==> src/rtl/lsu_align.sv <==
// lsu_align: load/store alignment unit sitting in front of a single `mem`.
//
// Accepts byte-addressed BYTE/HALF/WORD loads and stores from the core and
// makes sure `mem` only ever sees naturally aligned accesses. A misaligned
// request becomes two aligned WORD reads; a misaligned store then writes back
// two merged WORDs.
//
// Ports:
//   clk, reset_n               clock, asynchronous active-low reset
//   req_valid / req_ready      request handshake (ready only while idle)
//   req_write, req_width,
//   req_sign_extend,
//   req_address, req_data      request fields, latched at acceptance
//   resp_valid                 one-cycle completion pulse
//   resp_data, resp_error      load result (0 for stores) and fault flag,
//                              held until the next completion
//   mem_*                      initiator side of the attached `mem`

package lsu_align_pkg;
  localparam int DMemAddrWidth = 16;

  typedef enum logic [1:0] {
    BYTE = 2'd0,
    HALF = 2'd1,
    WORD = 2'd2
  } mem_width_t;
endpackage

module lsu_align
  import lsu_align_pkg::*;
#(
  parameter int AddrWidth = DMemAddrWidth
) (
  input  logic                 clk,
  input  logic                 reset_n,
  input  logic                 req_valid,
  output logic                 req_ready,
  input  logic                 req_write,
  input  mem_width_t           req_width,
  input  logic                 req_sign_extend,
  input  logic [AddrWidth-1:0] req_address,
  input  logic [31:0]          req_data,
  output logic                 resp_valid,
  output logic [31:0]          resp_data,
  output logic                 resp_error,
  output logic                 mem_write_enable,
  output mem_width_t           mem_width,
  output logic                 mem_sign_extend,
  output logic [AddrWidth-1:0] mem_address,
  output logic [31:0]          mem_data_in,
  input  logic [31:0]          mem_data_out,
  input  logic                 mem_alignment_error
);

  typedef enum logic [2:0] {IDLE, RD0, RD1, WR0, WR1, DONE} state_e;

  state_e               state_q, state_d;
  logic                 write_q;
  mem_width_t           width_q;
  logic                 sext_q;
  logic [AddrWidth-1:0] addr_q;
  logic [31:0]          data_q;
  logic [31:0]          w0_q, w0_d;
  logic [31:0]          w1_q, w1_d;
  logic                 err_q, err_d;
  logic [31:0]          resp_data_q, resp_data_d;
  logic                 resp_error_q, resp_error_d;

  logic                 accept;
  logic                 reqMisaligned;
  logic                 misaligned;
  logic [1:0]           offset;
  logic [4:0]           shiftAmt;
  logic [AddrWidth-1:0] baseAddr;
  logic [AddrWidth-1:0] nextAddr;
  logic [31:0]          lowMask;
  logic [31:0]          loadWindow;
  logic [31:0]          loadRaw;
  logic                 signBit;
  logic [31:0]          loadResult;
  logic [63:0]          merged;
  logic                 errSoFar;

  assign reqMisaligned = (req_width == HALF && req_address[0]) ||
                         (req_width == WORD && req_address[1:0] != 2'b00);

  assign offset     = addr_q[1:0];
  assign shiftAmt   = {offset, 3'b000};
  assign misaligned = (width_q == HALF && offset[0]) ||
                      (width_q == WORD && offset != 2'b00);

  // The second word address wraps modulo the address space on purpose.
  assign baseAddr = {addr_q[AddrWidth-1:2], 2'b00};
  assign nextAddr = baseAddr + AddrWidth'(4);

  always_comb begin
    lowMask = 32'hFFFF_FFFF;
    case (width_q)
      BYTE:    lowMask = 32'h0000_00FF;
      HALF:    lowMask = 32'h0000_FFFF;
      default: lowMask = 32'hFFFF_FFFF;
    endcase
  end

  // Misaligned load result: the second word comes straight off the
  // combinational read in RD1, so it is never registered for loads.
  assign loadWindow = 32'({mem_data_out, w0_q} >> shiftAmt);
  assign loadRaw    = loadWindow & lowMask;
  assign signBit    = (width_q == BYTE) ? loadRaw[7] : loadRaw[15];
  assign loadResult = (sext_q && signBit) ? (loadRaw | ~lowMask) : loadRaw;

  // Store merge: replace bytes o..o+n-1 of the two-word window.
  assign merged = ({w1_q, w0_q} & ~({32'd0, lowMask} << shiftAmt)) |
                  ({32'd0, data_q & lowMask} << shiftAmt);

  always_comb begin
    state_d          = state_q;
    w0_d             = w0_q;
    w1_d             = w1_q;
    err_d            = err_q;
    resp_data_d      = resp_data_q;
    resp_error_d     = resp_error_q;
    accept           = 1'b0;
    req_ready        = 1'b0;
    resp_valid       = 1'b0;
    mem_write_enable = 1'b0;
    mem_width        = WORD;
    mem_sign_extend  = 1'b0;
    mem_address      = '0;
    mem_data_in      = '0;
    errSoFar         = err_q | mem_alignment_error;

    case (state_q)
      IDLE: begin
        req_ready = 1'b1;
        errSoFar  = err_q;
        if (req_valid) begin
          accept  = 1'b1;
          err_d   = 1'b0;
          state_d = (req_write && !reqMisaligned) ? WR0 : RD0;
        end
      end
      RD0: begin
        err_d = errSoFar;
        if (misaligned) begin
          mem_address = baseAddr;
          w0_d        = mem_data_out;
          state_d     = RD1;
        end else begin
          mem_width       = width_q;
          mem_sign_extend = sext_q;
          mem_address     = addr_q;
          resp_data_d     = mem_data_out;
          resp_error_d    = errSoFar;
          state_d         = DONE;
        end
      end
      RD1: begin
        err_d       = errSoFar;
        mem_address = nextAddr;
        if (write_q) begin
          w1_d    = mem_data_out;
          state_d = WR0;
        end else begin
          resp_data_d  = loadResult;
          resp_error_d = errSoFar;
          state_d      = DONE;
        end
      end
      WR0: begin
        err_d            = errSoFar;
        mem_write_enable = 1'b1;
        if (misaligned) begin
          mem_address = baseAddr;
          mem_data_in = merged[31:0];
          state_d     = WR1;
        end else begin
          mem_width    = width_q;
          mem_address  = addr_q;
          mem_data_in  = data_q;
          resp_data_d  = '0;
          resp_error_d = errSoFar;
          state_d      = DONE;
        end
      end
      WR1: begin
        err_d            = errSoFar;
        mem_write_enable = 1'b1;
        mem_address      = nextAddr;
        mem_data_in      = merged[63:32];
        resp_data_d      = '0;
        resp_error_d     = errSoFar;
        state_d          = DONE;
      end
      DONE: begin
        resp_valid = 1'b1;
        errSoFar   = err_q;
        state_d    = IDLE;
      end
      default: begin
        errSoFar = err_q;
        state_d  = IDLE;
      end
    endcase
  end

  always_ff @(posedge clk or negedge reset_n) begin
    if (!reset_n) begin
      state_q      <= IDLE;
      write_q      <= 1'b0;
      width_q      <= WORD;
      sext_q       <= 1'b0;
      addr_q       <= '0;
      data_q       <= '0;
      w0_q         <= '0;
      w1_q         <= '0;
      err_q        <= 1'b0;
      resp_data_q  <= '0;
      resp_error_q <= 1'b0;
    end else begin
      state_q      <= state_d;
      w0_q         <= w0_d;
      w1_q         <= w1_d;
      err_q        <= err_d;
      resp_data_q  <= resp_data_d;
      resp_error_q <= resp_error_d;
      if (accept) begin
        write_q <= req_write;
        width_q <= req_width;
        sext_q  <= req_sign_extend;
        addr_q  <= req_address;
        data_q  <= req_data;
      end
    end
  end

  assign resp_data  = resp_data_q;
  assign resp_error = resp_error_q;

endmodule

==> config.mk <==
export PLATFORM = sky130hd
export DESIGN_NAME = lsu_align
export DESIGN_NICKNAME = d
export VERILOG_FILES = /design/src/rtl/lsu_align.sv
export SDC_FILE = /design/constraint.sdc
export NUM_CORES = 1
export LEC_CHECK = 0
export CAP_MARGIN = 20
export CORE_AREA = 2 2 164 166
export CTS_CLUSTER_SIZE = 12
export DETAILED_ROUTE_END_ITERATION = 7
export DIE_AREA = 0 0 166 168
export HOLD_SLACK_MARGIN = 0.05
export PLACE_DENSITY_LB_ADDON = 0.12
export SYNTH_ARGS = -nofsm -noshare
export SYNTH_HDL_FRONTEND = slang
export SYNTH_SLANG_ARGS = --single-unit
==> constraint.sdc <==
create_clock -name clk -period 3.4 [get_ports clk]
set_input_delay 0.85 -clock clk [delete_from_list [all_inputs] [get_ports clk]]
set_output_delay 0.85 -clock clk [all_outputs]
set_load 0.01 [all_outputs]
Word level (Yosys, flattened, before mapping)
Cells that the tools add are included.

storage, ports and cells
  input port bits = 88
  flip-flop bits (word level) = 153
  output and inout port bits = 87
  logic and storage cells = 93

cells by class
  bitwise gates (word level) = 8
  equality and inequality tests = 14
  reduce and logical (&&, ||, !) cells = 25
  shift operators = 3
  mux-type cells = 31
  $add $sub $neg = 1

operator list
  operator                                                                number
  32-bit two-way mux                                                      5
  32-bit case mux with 2 select lines                                     2
  32-bit case mux with 4 select lines                                     1
  32-bit by 5-bit << shifter with 64-bit output                           2
  32-bit bitwise AND                                                      2
  64-bit bitwise AND                                                      1
  64-bit inverter                                                         1
  64-bit bitwise OR                                                       1
  64-bit by 5-bit right shift with 32-bit output                          1
  32-bit inverter                                                         1
  32-bit bitwise OR                                                       1
  16-bit case mux with 2 select lines                                     1
  16-bit by 3-bit adder with 16-bit output (second input constant)        1
  3-bit case mux with 5 select lines                                      1
  1-bit two-way mux                                                       12
  2-bit inequality test (second input constant)                           5
  3-bit two-way mux                                                       3
  2-bit two-way mux                                                       4
  3-bit by 2-bit equality test with 1-bit output (second input constant)  2
  3-bit equality test (second input constant)                             2
  1-bit logical AND                                                       6
  2-bit AND reduction                                                     3
  2-bit nonzero test                                                      3
  2-bit OR reduction                                                      3
  other kinds (15)                                                        18

Logic depth before layout (Yosys ltp)
  depth after elaboration = 8
  depth in mapped cells = 8
  mapped depth without buffers = 6

Worst setup path before layout
OpenSTA, ideal clock, no wires.

  path type = flip-flop to output port
  start = reg addr_q[0]
  end = out mem_data_in[31]
  path buffers = 1
  cell stages (with the launch flop) = 6
  slack = 0.860 ns
  data required time = 2.550 ns
  data arrival time = 1.690 ns
  path through = dfrtp_1 buf_6 or2_2 a21oi_1 a221oi_1 o21ai_0

between the ends
  word-level cells in the longest chain between the ends = 6
  elaborated cells on any way between the ends = 11
  classes of those cells = shift (2); mux (2); bitwise (3); reduce/logical (4)

RTL lines
  element                                        RTL line  source
  start, declared                                61        logic [AddrWidth-1:0] addr_q;
  start signal, assigned                         231       addr_q <= req_address;
  32-bit by 5-bit << shifter with 64-bit output  113       assign merged = ({w1_q, w0_q} & ~({32'd0, lowMask} << shiftAmt)) |
  64-bit inverter                                113
  64-bit bitwise AND                             113
  64-bit bitwise OR                              113
  32-bit two-way mux                             173       if (misaligned) begin
  32-bit case mux with 2 select lines (*)        133       case (state_q)
  end, declared                                  50        output logic [31:0] mem_data_in,

Every way passes the cells marked *; elsewhere a longest branch is shown, timed or not.

Worst setup path after layout
  start = reg width_q[0]
  end = out mem_data_in[31]

between the ends
  word-level cells in the longest chain between the ends = 8
  elaborated cells on any way between the ends = 15
  classes of those cells = eq/ne (2); shift (2); mux (3); bitwise (4); reduce/logical (4)

RTL lines
  element                                                                            RTL line  source
  start, declared                                                                    59        mem_width_t width_q;
  start signal, assigned                                                             229       width_q <= req_width;
  2-bit by 1-bit equality test with 1-bit output or 2-bit zero test (tied branches)  89, 98
  32-bit case mux with 2 select lines                                                98        case (width_q)
  32-bit by 5-bit << shifter with 64-bit output                                      113
  64-bit inverter                                                                    113
  64-bit bitwise AND                                                                 113
  64-bit bitwise OR                                                                  113
  32-bit two-way mux                                                                 173
  32-bit case mux with 2 select lines (*)                                            133

Marked as above.

==> impl_results.md <==
- Outcome: finished, final reports clean
- Number of flops mapped to enable cells by yosys: 0
- Top Metal Used: met4
- Layout cells sized above 1: between 20% and 30%
- Detail Route Antenna Nets: 0
- Setup Skew: approximately 10 ps
- Via Count: around 8,000
- Slew Viols, Final: 0
- Clock transition at path regs: roughly 80 ps
- Antenna cell count: 0
- I/O pins: approximately 180
- Largest net degree at the start of global routing: slightly above 60
- Tot GR Track Use: about 22%
- Worst-Skew Late Latency: around 430 ps
- Synthesized area: ~9000 sq um
- Asr flop ratio synth: between 90% and 100%
- VDD IR max: between 0.0004 and 0.0005 V
- # clock sinks: 153
- Post-Syn Area per Cell: 9.84 sq um
- Num rows: 60
- Fin area: between 10,000 and 15,000 sq um
- Worst Tran Pin Value: 705 ps
- Area Growth Syn to Fin: 33.3%
- Hold-fix buffers, CTS: 0
- Cells after Synth: 913
- Fin. Hold Viols: 0
- Arrival time at the worst endpoint: ~2500 ps
- Met3 Wirelength: about 2000 um
- Static leakage: about 5.1 nW
- Fmax: about 300 MHz
- Starting Density: between 30% and 40%
- Unrepaired setup endpoints after global routing: true
- Grt ovf: 0
- Register Area: between 3000 and 4000 sq um
- Placed cells: ~1,400
- Post-synth cell types: 60
- Final setup fails: 0
- Nets@finish: around 1,200
- CTS tree: built
- Startpoint Class: register
- Core area: approximately 26,000 sq um
- Crit-path leading delay family: buffers and inverters
- R2r setup slk: ~1000 ps
- Htree depth: 4
- CP bufs+invs: 2
- RR Startpoint: addr_q[1]
- Top FF cell, synth: dfrtp_1
- Met2 WL: about 12,000 um
- Worst min path class: input pin to async pin
- Setup crit end kind: output port
- Fin cells: roughly 1,400
- Syn Nets: approximately 1,000
- Vias in the first global route: between 7,000 and 8,000
- Initial antenna violation count: 0
- 1st-pass router iterations: 5
- CP Data Required Time: roughly 2600 ps
- DRT iter0 DRCs: around 670
- Hpwl dp: around 22,000 um
- Maximum fanout along the worst path: 9
- PortBufs: ~170
- Relative slew slack: 53.0%
- First-pass GRT wire length: ~47,000 um
- Final Critical Period: 3360 ps
- Root Buffer: clkbuf_16
- Die width: approximately 170 um
- Setup CP Type: register to output port
- WL met1: roughly 16,000 um
- Critical Path Max Stage Delay: between 500 and 600 ps
- Avg Vias per Cell: around 5.5
- Area of the multi-input gates: just under 5000 sq um
- Routability Congestion: around 0.9
- Sequential share of the synthesized area: 42.7%
- Area contributors post-synth: dfrtp_1, mux2_2, mux2i_1, o21ai_0, a21oi_1
- Clock Path Buffers: 2
- Drt drc: 0
- Post-route clock period utilization: around 99%
- Max-cap violations: 0
- Synth top area share: 42.4%
- Detail-routed net length per standard cell: between 20 and 25 um
- Area after DPL: ~11,000 sq um
- Ys Warns: 0
- CP startpoint: width_q[0]
- Die area: approximately 28,000 sq um
- Drt total wl: just over 30,000 um
- Pwr Density: ~1100 nW/um^2
- Synth Register Bits: between 150 and 200
- Critical Path, Cell by Cell: or2_2 > a21oi_1 > buf_4 > a221oi_1 > o21ai_1 > clkdlybuf4s50_1
- Die height: 168 um
- Num CTS Buffers: 17
- CP max-delay cell: clkdlybuf4s50_1
- Area leader, netlist: dfrtp_1
- Fill cell total of the finished layout: 2,564
- Most frequent cells in the layout: dfrtp_1, clkdlybuf4s50_1, mux2_2, nand2_1, a21oi_1
-- synthesized netlist by cell type, types with 7 or more instances --
cell type / n
nand3b_1: 12
and3_1: 12
o21ai_0: 78
a21oi_1: 74
nand2_1: 90
buf_4: 12
a32oi_1: 30
nand2b_1: 21
a22oi_1: 14
mux2_2: 118
a211o_1: 7
dfrtp_1: 152
a31oi_1: 13
clkbuf_1: 22
nand3_1: 14
nor2b_1: 9
mux2i_1: 44
o221ai_1: 8
nor2_1: 62
o22ai_1: 16
buf_2: 29
-- routing by layer --
| metal | vias to the layer above | track usage, % |
|---|---|---|
| met5 | - | 0 |
| met4 | 0 | 5.37 |
| met3 | 19 | 3.95 |
| met2 | 307 | 28.6 |
| met1 | 3828 | 35.1 |
| li1 | 3724 | - |
-- state kept, by name, indices dropped and copies added, names as in the netlist, 2 cells and up --
name and flops:
addr_q 16, data_q 32, resp_data 32, state_q 3, w0_q 32, w1_q 32, width_q 2
-- where the power goes --
group | total, W | switching (W) | internal, W
registers | 0.00382 | 0.00107 | 0.00275
clock network | 0.00201 | 0.000892 | 0.00111
logic | 0.00688 | 0.00359 | 0.00329
-- area by class of cell --
type                       count  share of cell area (%)
sequential                   153                    32.1
multi-input combinational    687                    40.9
clock buffer                  17                    3.55
inverter                       4                   0.125
timing repair buffer         224                    18.3
clock inverter                15                    1.49
tap                          341                    3.56
-- cells by family (layout without fill, tap and decap cells) --
kind of cell               Yosys count  after routing  share of synthesized area, %
and+or+nand+nor                    242            243                          13.1
xor gates and xnor gates             5              5                         0.488
DFF                                153            153                          42.7
AOI/OAI and AO/OA                  271            271                          18.8
muxes                              167            167                          20.3
buffers and inverters               74            260                          4.51
adders and majority gates            1              1                         0.139
-- stage by stage --
| step | total power [W] | setup slack, ps | hold WS (ps) | setup TNS [ps] | util, % |
|---|---|---|---|---|---|
| global route | 0.0136 | -38.4 | 436 | -60.7 | 45.4 |
| global placement | 0.0103 | 200 | 488 | 0 | 42.1 |
| floorplan | 0.00776 | 860 | 475 | 0 | - |
| CTS | 0.0125 | 1.98 | 419 | 0 | 44.7 |
| finish | 0.0127 | 43.8 | 398 | 0 | 45.4 |
| detailed placement | 0.0103 | 173 | 494 | 0 | 42.1 |
-- worst paths after layout --
kind,to,cells after the start
setup / recovery,mem_data_in[31],6
hold / removal,resp_data[13],1
setup reg to reg,resp_data[15],6
hold reg to reg,w1_q[3],1
max in group asynchronous,resp_data[23],2
min in group clk,w1_q[3],1
-- what timing repair did --
| item | CTS | global route |
|---|---|---|
| cloned | 1 | 0 |
| pin swaps | 1 | 6 |
| setup buffers | 2 | 11 |
| setup endpoints to repair | 38 | 28 |
| gates resized for setup | 41 | 29 |
| hold endpoints to repair | 0 | 0 |
No activity file was read; power rests on OpenSTA's default activity.
